[config.mk]
export PLATFORM = sky130hd
export DESIGN_NAME = cv_reset_seq
export DESIGN_NICKNAME = d
export VERILOG_FILES = /design/src/rtl/cv_reset_seq.sv
export SDC_FILE = /design/constraint.sdc
export NUM_CORES = 1
export LEC_CHECK = 0
export ABC_AREA = 0
export BUFFER_PORTS_ARGS = -buffer_cell sky130_fd_sc_hd__buf_2
export CELL_PAD_IN_SITES_DETAIL_PLACEMENT = 0
export CELL_PAD_IN_SITES_GLOBAL_PLACEMENT = 1
export CORE_ASPECT_RATIO = 1.1
export CORE_UTILIZATION = 40
export DETAILED_ROUTE_END_ITERATION = 8
export PLACE_DENSITY_LB_ADDON = 0.1
export RECOVER_POWER = 50
export SYNTH_ARGS = -nofsm -noshare
export SYNTH_HDL_FRONTEND = slang
export SYNTH_SLANG_ARGS = --single-unit
[constraint.sdc]
create_clock -name clk_i -period 2.21 [get_ports clk_i]
set_input_delay 0 -clock clk_i [delete_from_list [all_inputs] [get_ports clk_i]]
set_output_delay 0 -clock clk_i [all_outputs]
set_load 0.02 [all_outputs]
[src/rtl/cv_reset_seq.sv]
// rtl/cv_reset_seq.sv - staged reset sequencer for VDP/PSG/Z80 with POR synchroniser (optional CV_RESET_DEBOUNCE_EN)
module cv_reset_seq #(
  parameter int SYNC_STAGES  = 2,
  parameter int STRETCH_CYC  = 16,
  parameter int GAP_CYC      = 4,
  parameter int DEBOUNCE_CYC = 8
) (
  input  logic clk_i,
  input  logic reset_n_i,
  input  logic clk_en_i,
  input  logic soft_req_i,
  input  logic hold_i,
  output logic rst_sync_n_o,
  output logic vdp_reset_n_o,
  output logic psg_reset_n_o,
  output logic cpu_reset_n_o,
  output logic busy_o,
  output logic done_o
);

  localparam int CNT_MAX = (STRETCH_CYC > GAP_CYC) ? STRETCH_CYC : GAP_CYC;
  localparam int CW      = $clog2(CNT_MAX + 1);
  localparam logic [CW-1:0] STRETCH_LAST = CW'(STRETCH_CYC - 1);
  localparam logic [CW-1:0] GAP_LAST     = CW'(GAP_CYC - 1);

  typedef enum logic [2:0] {
    ST_ASSERT,
    ST_REL_VDP,
    ST_REL_PSG,
    ST_REL_CPU,
    ST_RUN
  } state_t;

  // Reject parameter values the sequencer cannot honour.
  if (SYNC_STAGES < 2 || STRETCH_CYC < 1 || GAP_CYC < 1 || DEBOUNCE_CYC < 1) begin : g_bad_param
    $error("cv_reset_seq: illegal parameter value");
  end

  logic [SYNC_STAGES-1:0] sync_q;
  logic                   req_q;
  state_t                 state_q, state_d;
  logic [CW-1:0]          cnt_q, cnt_d;
  logic                   vdp_q, vdp_d;
  logic                   psg_q, psg_d;
  logic                   cpu_q, cpu_d;
  logic                   busy_q, busy_d;
  logic                   done_q, done_d;

  // Async-assert / sync-deassert shift chain for the POR reset.
  always_ff @(posedge clk_i or negedge reset_n_i) begin
    if (!reset_n_i) sync_q <= '0;
    else            sync_q <= {sync_q[SYNC_STAGES-2:0], 1'b1};
  end

  assign rst_sync_n_o = sync_q[SYNC_STAGES-1];

`ifdef CV_RESET_DEBOUNCE_EN
  localparam int DW = $clog2(DEBOUNCE_CYC + 1);
  localparam logic [DW-1:0] DB_LAST = DW'(DEBOUNCE_CYC - 1);

  logic [DW-1:0] db_cnt_q;

  // Soft request asserts only after DEBOUNCE_CYC consecutive high samples; any low sample restarts the count.
  always_ff @(posedge clk_i or negedge reset_n_i) begin
    if (!reset_n_i) begin
      db_cnt_q <= '0;
      req_q    <= 1'b0;
    end else if (!soft_req_i) begin
      db_cnt_q <= '0;
      req_q    <= 1'b0;
    end else if (db_cnt_q == DB_LAST) begin
      req_q    <= 1'b1;
    end else begin
      db_cnt_q <= db_cnt_q + 1'b1;
    end
  end
`else
  // Soft request is simply registered once, so a single-cycle pulse is enough to restart.
  always_ff @(posedge clk_i or negedge reset_n_i) begin
    if (!reset_n_i) req_q <= 1'b0;
    else            req_q <= soft_req_i;
  end
`endif

  // Sequencer state, tick counter and registered domain outputs.
  always_ff @(posedge clk_i or negedge reset_n_i) begin
    if (!reset_n_i) begin
      state_q <= ST_ASSERT;
      cnt_q   <= '0;
      vdp_q   <= 1'b0;
      psg_q   <= 1'b0;
      cpu_q   <= 1'b0;
      busy_q  <= 1'b1;
      done_q  <= 1'b0;
    end else begin
      state_q <= state_d;
      cnt_q   <= cnt_d;
      vdp_q   <= vdp_d;
      psg_q   <= psg_d;
      cpu_q   <= cpu_d;
      busy_q  <= busy_d;
      done_q  <= done_d;
    end
  end

  // Next-state logic: restart dominates, otherwise count clk_en ticks through the staged releases.
  always_comb begin
    state_d = state_q;
    cnt_d   = cnt_q;
    vdp_d   = vdp_q;
    psg_d   = psg_q;
    cpu_d   = cpu_q;
    busy_d  = busy_q;
    done_d  = 1'b0;
    if (rst_sync_n_o) begin
      if (req_q || hold_i) begin
        state_d = ST_ASSERT;
        cnt_d   = '0;
        vdp_d   = 1'b0;
        psg_d   = 1'b0;
        cpu_d   = 1'b0;
        busy_d  = 1'b1;
      end else begin
        case (state_q)
          ST_ASSERT: begin
            if (clk_en_i) begin
              if (cnt_q == STRETCH_LAST) begin
                cnt_d   = '0;
                state_d = ST_REL_VDP;
                vdp_d   = 1'b1;
              end else begin
                cnt_d = cnt_q + 1'b1;
              end
            end
          end
          ST_REL_VDP: begin
            if (clk_en_i) begin
              if (cnt_q == GAP_LAST) begin
                cnt_d   = '0;
                state_d = ST_REL_PSG;
                psg_d   = 1'b1;
              end else begin
                cnt_d = cnt_q + 1'b1;
              end
            end
          end
          ST_REL_PSG: begin
            if (clk_en_i) begin
              if (cnt_q == GAP_LAST) begin
                cnt_d   = '0;
                state_d = ST_REL_CPU;
                cpu_d   = 1'b1;
                done_d  = 1'b1;
                busy_d  = 1'b0;
              end else begin
                cnt_d = cnt_q + 1'b1;
              end
            end
          end
          ST_REL_CPU: state_d = ST_RUN;
          ST_RUN:     state_d = ST_RUN;
          default: begin
            state_d = ST_ASSERT;
            cnt_d   = '0;
          end
        endcase
      end
    end
  end

  assign vdp_reset_n_o = vdp_q;
  assign psg_reset_n_o = psg_q;
  assign cpu_reset_n_o = cpu_q;
  assign busy_o        = busy_q;
  assign done_o        = done_q;

endmodule

Yosys cells after proc, flatten, opt, wreduce, memory -nomap -nowiden
Cells that the tools add are included.
W data, S select, Z words.
{ "totals": {"register_bits": 16, "latch_bits": 0, "mem_bits_rw": 0, "rom_bits": 0, "output_inout_bits": 6, "wordCells": 72, "memories": 0} }
{ "op_classes": {"n_addsub": 1, "multipliers": 0, "n_div": 0, "magnitude_cmp": 0, "eq_ne": 14, "shift": 0, "n_mux": 33, "bitwise": 0, "n_reduce_logical": 15} }
{ "ops": {"columns": ["cell", "count"], "rows": [
  ["$mux W5", 5],
  ["$mux W3", 7],
  ["$mux W1", 19],
  ["$ne A3 B3 Y1 const B", 6],
  ["$reduce_and A4 Y1", 4],
  ["$pmux W5 S3", 1],
  ["$pmux W3 S4", 1],
  ["$reduce_bool A2 Y1", 6],
  ["$reduce_and A7 Y1", 1],
  ["$eq A3 B2 Y1 const B", 2],
  ["$add A5 B1 Y5 const B", 1],
  ["$eq A5 B2 Y1 const B", 1],
  ["$eq A5 B4 Y1 const B", 1],
  ["$reduce_or A2 Y1", 2],
  ["$eq A3 B1 Y1 const B", 1],
  ["$eq A3 B3 Y1 const B", 1],
  ["$logic_not A3 Y1", 1],
  ["$ne A3 B1 Y1 const B", 1],
  ["$ne A2 B1 Y1 const B", 1],
  ["$logic_or A1 B1 Y1", 1]
]} }

Logic depth before layout (Yosys ltp)
{ "logic_depth": {"word_depth": 6, "mapped_depth": 8, "depth_no_buf": 8} }

Least setup slack after synthesis
No wires, ideal clock.
{ "synth_timing": {"path_kind": "reg2reg", "start": "register cnt_q[0]", "end": "register state_q[2]", "setup_time_ns": 0.123, "arrival_ns": 1.845, "required_ns": 2.087, "slack_ns": 0.242, "path_stages_with_launch": 9, "synth_period_minus_slack_ns": 1.968, "path_cell_list": "dfrtp_1 -> ha_1 -> nand3_1 -> inv_1 -> ha_1 -> and2b_1 -> a2111oi_4 -> nor3_1 -> o2bb2a_2"} }
{ "synth_via": {"elab_chain_cells": 3} }
{ "synth_lines": {"columns": ["element", "line_no", "text"], "rows": [
  ["start, declared", "42", "logic [CW-1:0] cnt_q, cnt_d;"],
  ["start signal, assigned", "97", "cnt_q <= cnt_d;"],
  ["$eq A5 B2 Y1 / $eq A5 B4 Y1 (equally long branches)", "138, 149, 127", null],
  ["$ne A3 B3 Y1 (no line)", null, null],
  ["$reduce_and A7 Y1 (no line) (*)", null, null],
  ["end signal, assigned", "96", "state_q <= state_d;"],
  ["end, declared", "41", "state_t state_q, state_d;"]
]} }
Every way passes the cells marked *; elsewhere a longest branch is shown, timed or not.
A chain may end at the register's enable or synchronous reset.

Worst setup path after layout
{ "layout_timing": {"start": "register cnt_q[0]", "end": "register state_q[0]"} }
Same word-level chain as after synthesis.

==> run metrics <==
clk buf depth 2; maximum VDD drop roughly 0.41 mV; Clock Skew 5.59 ps; Fin. Hold Viols 0; PwrDens about 580 nW/µm²; antenna fix cells 0; clock sinks 16; Synth top area share 0.428; critical path class flop to flop; Worst slew margin 0.445; 1st-pass router iterations 4; Pwr Total approximately 0.6 mW; TritonCTS clock tree built; WP data arrival about 2200 ps; status finished, final reports clean; mux contribution to synthesized area 0; CP Cell Sequence ha_4 > nand3_1 > inv_1 > ha_1 > and2b_1 > a2111oi_4 > buf_4 > or4_1 > o21ai_0; routed len/inst around 14 µm; die area between 2000 and 2500 µm²; Mapped Cells around 80; Synth Area in Compound Gates 0.241; Slew Viols, Final 0; vias post-DR between 600 and 700; drt via density roughly 5.4; Synth Area in Simple Gates 0.220; final net count 110; Fin Setup TNS 0 ps; vias in the first global route slightly above 700; Placed Area roughly 1000 µm²; ranking of synthesized cells by area dfrtp_1 43%, ha_1 4.3%, a2111oi_4 3.1%, dfstp_2 3.0%, nand2_1 3.0%; share of cells above drive strength 1 0.257; GR Overflow Total 0; Least-Margin Pin Slew about 830 ps; syn nets 90; RSZ-0062 raised after global routing false; GP Congestion a little under 0.8; WL final 1.81 mm; CORE AREA around 2000 µm²; Ys Warns 0; Post-DP HPWL between 1 and 1.5 mm; adder-cell area share of the yosys netlist 0.0428; Max Cap Viol 0; Seq/Total Area, Yosys 0.458; number of I/O pins 11; CP max-delay cell or4_1; # DRC 0; largest family of logic cells by synthesized area compound AO/OA/AOI/OAI gates; clock transition at the registers of the reported paths about 90 ps; Synth cell types 33; Initial Util 0.430; GRT Util Overall 0.178; Mapped Avg Cell Area 10.7 µm²; Max FO, Critical Path 4; top post-synthesis cells by count 15 x dfrtp_1, 7 x nand2_1, 6 x inv_1; CP required around 2400 ps; Clock Root Buffer clkbuf_4; Synth area leader dfrtp_1; total CTS buffers 3; Die X ~47 µm; ys async rst share 1.00; largest net degree at the start of global routing 17; path category of the worst min-delay check input pin to flop; design area about 1000 µm²; post-route ant nets 0; Clk Latency, worst-skew pair just under 300 ps; WP buf/inv 2; min cycle time layout 2030 ps; #FFs+latches synth 16; CP Launch Type flop; Buffers on Ports 10; CP top delay family simple AND/OR/NAND/NOR gates; Lkg Pwr approximately 0.46 nW; post-synthesis xor/xnor area fraction 0; count leader, synth dfrtp_1; Setup crit end kind flop; initial antenna violation count 0; setup violators final 0; first-pass GRT wire length 3.01 mm; H-tree depth 1; crit-path max cell delay roughly 470 ps; site row count 17; EDFF count, synth 0; max frequency about 490 MHz; mapped cell area 877 µm²; DR iter-0 viols 9; main flop type after synthesis dfrtp_1; Die Y-Extent between 50 and 60 µm; area delta synth->final 19.1%; Final Cycle Share 0.919
==> worst reg2reg max path, stage by stage, from the launching register on <==
cell and delay (ps):
dfrtp_1 440, ha_4 180, nand3_1 100, inv_1 80
ha_1 170, and2b_1 170, a2111oi_4 60, buf_4 180
or4_1 470, o21ai_0 100
==> flip-flops by register name, summed over array words and instances (netlist names) <==
| name | cells |
|---|---|
| cnt_q | 5 |
| req_q | 1 |
| sync_q | 2 |
| busy_o | 1 |
| cpu_reset_n_o | 1 |
| done_o | 1 |
| vdp_reset_n_o | 1 |
| psg_reset_n_o | 1 |
| state_q | 3 |
==> area by class of cell <==
| cell class | instances | area, µm² |
|---|---|---|
| clock buffer | 4 | 26.3 |
| multi-input combinational | 59 | 458 |
| timing repair buffer | 16 | 101 |
| fill | 213 | 997 |
| inverter | 6 | 22.5 |
| sequential | 16 | 402 |
| tap | 28 | 35.0 |
==> timing repair <==
item                                   in CTS  in global routing
hold buffers                                3                  0
endpoints found under the hold margin      18                  0
setup buffers                               0                  0
setup endpoints to repair                   0                  2
resized for setup                           0                  2
==> placed cells by master (no fill, tap or decap), types with 3 or more instances in the layout <==
master	n
nor2_1	4
nor3_1	4
o21ai_0	5
buf_2	9
a21o_1	3
nand2_1	7
o211ai_1	3
o22ai_1	3
dfrtp_1	15
inv_1	6
a21oi_1	3
dlygate4sd3_1	3
clkbuf_4	3
buf_4	3
nand3_1	3
==> per-stage QoR <==
stage	util	cells	setup WS (ps)	hold slack, ps
floorplan	-	82	242	-296
finish	0.512	129	179	248
CTS	0.506	129	112	154
global route	0.512	129	14.8	253
detailed placement	0.479	122	145	-66.6
global placement	0.479	122	164	-64.3
==> layer usage <==
metal / global-route usage / wire length (µm) / vias up
met1: 0.232 / 861 / 335
met2: 0.285 / 874 / 15
li1: - / - / 341
met4: 0.0857 / 27 / 0
met5: 0 / 0 / -
met3: 0.0212 / 46 / 4
==> power by group <==
group,total [mW],internal [mW],switching [mW]
Sequential,0.335,0.308,0.0269
Combinational,0.108,0.0502,0.0575
Clock,0.161,0.0702,0.0907
==> logic make-up (layout without fill, tap and decap cells) <==
group | Yosys count | in the layout
compound gates | 26 | 26
flops | 16 | 16
fa+ha+maj | 3 | 3
buf+inv | 7 | 26
simple gates | 29 | 29
other cells | 1 | 1
==> final timing paths <==
check,startpoint,endpoint,slack (ps),cells after the start
worst max-delay path,cnt_q[0]$_DFFE_PN0P_,state_q[0]$_DFFE_PN0P_,180,9
worst min-delay path,clk_en_i,vdp_reset_n_o$_DFFE_PN0P_,250,4
worst max register to register,cnt_q[0]$_DFFE_PN0P_,state_q[0]$_DFFE_PN0P_,180,9
worst min register to register,sync_q[0]$_DFF_PN0_,sync_q[1]$_DFF_PN0_,360,0
max in group asynchronous,reset_n_i,state_q[2]$_DFFE_PN0P_,1380,2
min in group asynchronous,reset_n_i,cnt_q[3]$_DFFE_PN0P_,320,2
No activity file was read; power rests on OpenSTA's default activity.
